### config.mk
export PLATFORM = sky130hd
export DESIGN_NAME = reg64_unpack
export DESIGN_NICKNAME = d
export VERILOG_FILES = /design/src/rtl/reg64_unpack.sv
export SDC_FILE = /design/constraint.sdc
export NUM_CORES = 1
export LEC_CHECK = 0
export ABC_AREA = 0
export CORE_AREA = 4 4 121 123
export DETAILED_ROUTE_END_ITERATION = 10
export DIE_AREA = 0 0 125 127
export GPL_TIMING_DRIVEN = 1
export PLACE_DENSITY = 0.9
export SLEW_MARGIN = 25
export SYNTH_ARGS = -nofsm -noshare
export SYNTH_HDL_FRONTEND = slang
export SYNTH_SLANG_ARGS = --single-unit
### constraint.sdc
create_clock -name clock -period 2.7 [get_ports clock]
set_clock_uncertainty 0.15 [all_clocks]
set_input_delay 0.405 -clock clock [delete_from_list [all_inputs] [get_ports clock]]
set_output_delay 0.405 -clock clock [all_outputs]
set_load 0.005 [all_outputs]
### src/rtl/reg64_unpack.sv
// reg64_unpack: drains 64-bit words into a 32-bit stream as two halves over valid/ready
// Ports:
//   clock, reset      : system clock, synchronous active-high reset
//   in_data/valid/ready   : 64-bit producer handshake (one-entry pending buffer behind cur)
//   out_data/valid/ready  : 32-bit consumer handshake; out_data is 0 while idle
//   out_last          : second half of the current 64-bit word is presented
//   busy              : a word is being emitted or waiting in the pending buffer
//   words_sent        : wrapping count of completed 32-bit output handshakes
module reg64_unpack #(
   parameter bit HIGH_FIRST = 1'b0
) (
   input  logic        clock,
   input  logic        reset,
   input  logic [63:0] in_data,
   input  logic        in_valid,
   output logic        in_ready,
   output logic [31:0] out_data,
   output logic        out_valid,
   input  logic        out_ready,
   output logic        out_last,
   output logic        busy,
   output logic [15:0] words_sent
);
   typedef enum logic [1:0] {IDLE, FIRST, SECOND} unpackState;
   unpackState state, stateNext;
   logic [63:0] cur, curNext, pend, pendNext;
   logic        pendValid, pendValidNext;
   logic        accIn, accOut;
   logic [31:0] firstHalf, secondHalf;
   assign in_ready   = !pendValid && !reset;
   assign out_valid  = (state != IDLE);
   assign out_last   = (state == SECOND);
   assign busy       = out_valid || pendValid;
   assign accIn      = in_valid && in_ready;
   assign accOut     = out_valid && out_ready;
   assign firstHalf  = HIGH_FIRST ? cur[63:32] : cur[31:0];
   assign secondHalf = HIGH_FIRST ? cur[31:0] : cur[63:32];
   assign out_data   = (state == FIRST) ? firstHalf : (state == SECOND) ? secondHalf : 32'h0;
   always_comb begin
      stateNext     = state;
      curNext       = cur;
      pendNext      = pend;
      pendValidNext = pendValid;
      case (state)
         IDLE: if (accIn) begin
            curNext   = in_data;
            stateNext = FIRST;
         end
         FIRST: begin
            if (accOut) stateNext = SECOND;
            if (accIn) begin
               pendNext      = in_data;
               pendValidNext = 1'b1;
            end
         end
         SECOND: if (accOut) begin
            // pending word outranks a same-cycle input; in_ready is low then anyway
            if (pendValid) begin
               curNext       = pend;
               pendValidNext = 1'b0;
               stateNext     = FIRST;
            end else if (accIn) begin
               curNext   = in_data;
               stateNext = FIRST;
            end else begin
               stateNext = IDLE;
            end
         end else if (accIn) begin
            pendNext      = in_data;
            pendValidNext = 1'b1;
         end
         default: stateNext = IDLE;
      endcase
   end
   always_ff @(posedge clock) begin
      if (reset) begin
         state      <= IDLE;
         cur        <= 64'h0;
         pend       <= 64'h0;
         pendValid  <= 1'b0;
         words_sent <= 16'h0;
      end else begin
         state      <= stateNext;
         cur        <= curNext;
         pend       <= pendNext;
         pendValid  <= pendValidNext;
         words_sent <= words_sent + {15'h0, accOut};
      end
   end
endmodule

==> reports/results.txt <==
List of most frequent post-synthesis cells: 240 x nand2_1, 147 x dfxtp_1, 110 x a21oi_1
Initial core utilization: 52.5%
Setup violations, final: 0
Clock Tree Buf Depth: 2
CP endpoint kind: primary output
Syn avg cell area: 7.94 µm²
Vias in the first global route: 6731
Register area share after synthesis: 41.0%
Core outline area: 0.0137 mm²
Clock Sinks: 147
Vias/cell: 6.01
CTS tree: yes
WP buf/inv: 3
Synthesized cell area: 0.00718 mm²
Largest delay contributor family on the critical path: buffers and inverters
Post-CTS Setup Bufs: 0
Largest stage delay, worst path: 570 ps
Die H: 127 µm
Synth-to-Final Area Change: 27.0%
Min Tclk post-route: 2650 ps
Fin util: 66.7%
Gr usage total: 24.9%
Layout cells sized above 1: 7.21%
Rows: 43
Ys flop type: dfxtp_1
Pins over their slew limit: 0
Post-synth EDFFs: 0
Post-synth top area cell: dfxtp_1
Fmax: 0.378 GHz
RSZ-0062 raised after global routing: false
VDD IR max: 0.695 mV
Clock-pin slew on the worst setup and hold paths: 60 ps
Critical path cell sequence: inv_2, ha_4, buf_12, nand2_1, o21ai_0, clkdlybuf4s50_1
WP data required: 2140 ps
Syn Nets: 979
CTS root buf: clkbuf_16
Via Count: 7078
Cell variety after synth: 42
Slew at the pin with the worst max-slew slack: 1020 ps
Setup TNS: 0 ps
WL final: 20500 µm
First-pass GRT wire length: 32900 µm
Hold Path Class: reg -> reg
Fraction of registers with async set/reset: 0%
Status: finished, final reports clean
Area share of the largest cell type after synthesis: 41.0%
Initial antenna violation count: 0
DP HPWL: 12200 µm
CP Launch Type: flip-flop
Detailed router's first-iteration violation count: 822
Power Density: 921 mW/mm²
Reg2reg setup slack: 310 ps
Antenna diodes: 0
Avg WL per Cell: 17.4 µm
Max FO, Critical Path: 18
MaxCap Viol Count: 0
Synthesis Warnings: 0
Worst EP arrival: 2090 ps
Most used standard cell by instance count after synthesis: nand2_1
Buffers added on ports: 119
Largest net degree at the start of global routing: 98
Final Hold Fails: 0
Post-route ant nets: 0
CP Class: reg -> out
Mapped Cells: 904
GPL Wtd Cong: 0.846
Static leakage: 3.32 nW
#FFs+latches synth: 147
Hold-fix buffers, CTS: 0
Global route total overflow: 0
# nets final: 1060
CP max stage cell: clkdlybuf4s50_1
Rel. slew slack: 32.0%
Worst-Skew Late Latency: 420 ps
DRC viols: 0
H-tree depth: 4
Final period util: 98.0%
Die area: 0.0159 mm²
Top post-synthesis cells by area: dfxtp_1 41%, nand2_1 13%, a22oi_1 8.7%, a21oi_1 7.7%, mux2i_1 5.6%
CTS Buf Count: 17
Detailed Routing Iterations Pass 1: 6
Die X: 125 µm
# IOs: 120
per-layer routing:
metal	GRT usage (%)	routed length [µm]	vias up	share of wire, %
met2	39.4	9450	327	46
li1	-	-	3344	-
met1	32.2	8830	3352	43
met4	12.1	570	0	2.8
met3	5.64	1650	55	8.0
met5	0	0	-	0
power by group:
group | switching (W) | total [W] | internal [W]
Sequential | 0.000359 | 0.00295 | 0.00259
Clock | 0.000958 | 0.00236 | 0.00140
Combinational | 0.00178 | 0.00309 | 0.00131
Total | 0.00310 | 0.00840 | 0.00530
path summary, 6_finish.rpt:
kind | startpoint | end | cells past startpoint
hold / removal | pend[56] | pend[56] | 2
hold reg to reg | pend[56] | pend[56] | 2
setup / recovery | state[0] | out_data[0] | 6
setup reg to reg | state[0] | pend[22] | 7
registers in the layout, indices dropped and copies added, names as in the netlist:
| signal | flops |
|---|---|
| state | 2 |
| words_sent | 16 |
| pend | 64 |
| cur | 64 |
| pendValid | 1 |
final cells by class:
cell class | count | area [µm²]
Multi-Input combinational cell | 671 | 3820
Timing Repair Buffer | 141 | 1510
Clock inverter | 13 | 149
Tap cell | 180 | 225
Clock buffer | 19 | 443
Fill cell | 1082 | 4550
Sequential cell | 147 | 2950
Inverter | 7 | 26.3
per-stage QoR:
stage | worst slack (ps) | cells | power [W] | hold slack (ps) | cell area (µm²)
2_1_floorplan | 658 | 904 | 0.00489 | 287 | 7180
3_3_place_gp | 283 | 1144 | 0.00579 | 292 | 8420
3_5_place_dp | 261 | 1144 | 0.00587 | 297 | 8420
4_1_cts | 0.487 | 1177 | 0.00830 | 305 | 9070
5_1_grt | 3.08 | 1178 | 0.00882 | 332 | 9110
6_report | 53.7 | 1178 | 0.00840 | 305 | 9110
worst min-delay path: stages, from the launching register on:
cell and delay [ps]:
dfxtp_1 310, nand2_1 50, a21oi_1 50
layout by cell type (no fill, tap or decap), drive strengths merged, types with 3 or more instances in the layout:
cell	Yosys	layout
clkinv	0	3
nor4	3	3
nand3	4	4
a311oi	20	20
nor2b	5	5
dlymetal6s2s	0	7
a22oi	83	83
buf	38	23
a21oi	110	110
clkdlybuf4s50	0	108
nand4	3	3
clkinvlp	0	3
ha	7	7
mux2i	40	40
a22o	5	5
nand2	240	240
or3	4	4
a21o	39	39
xnor2	8	8
inv	7	12
nor3b	3	3
clkbuf	41	20
dfxtp	147	147
nor2	40	40
o21ai	36	36
nor3	4	4
cell families (layout without fill, tap and decap cells):
kind of cell,Yosys count,in the layout,synth area share [%]
DFF,147,147,41.0
muxes,40,40,5.58
and+or+nand+nor,314,314,17.9
xor gates and xnor gates,9,9,1.10
buffers and inverters,86,180,6.36
adders and majority gates,7,7,1.22
AOI/OAI and AO/OA,301,301,26.9
what timing repair did:
action,in CTS,in global routing
setup endpoints to repair,19,29
resized for setup,16,23
pin swaps,0,1
cloned,1,1
Power figures use the tool's default switching activity.
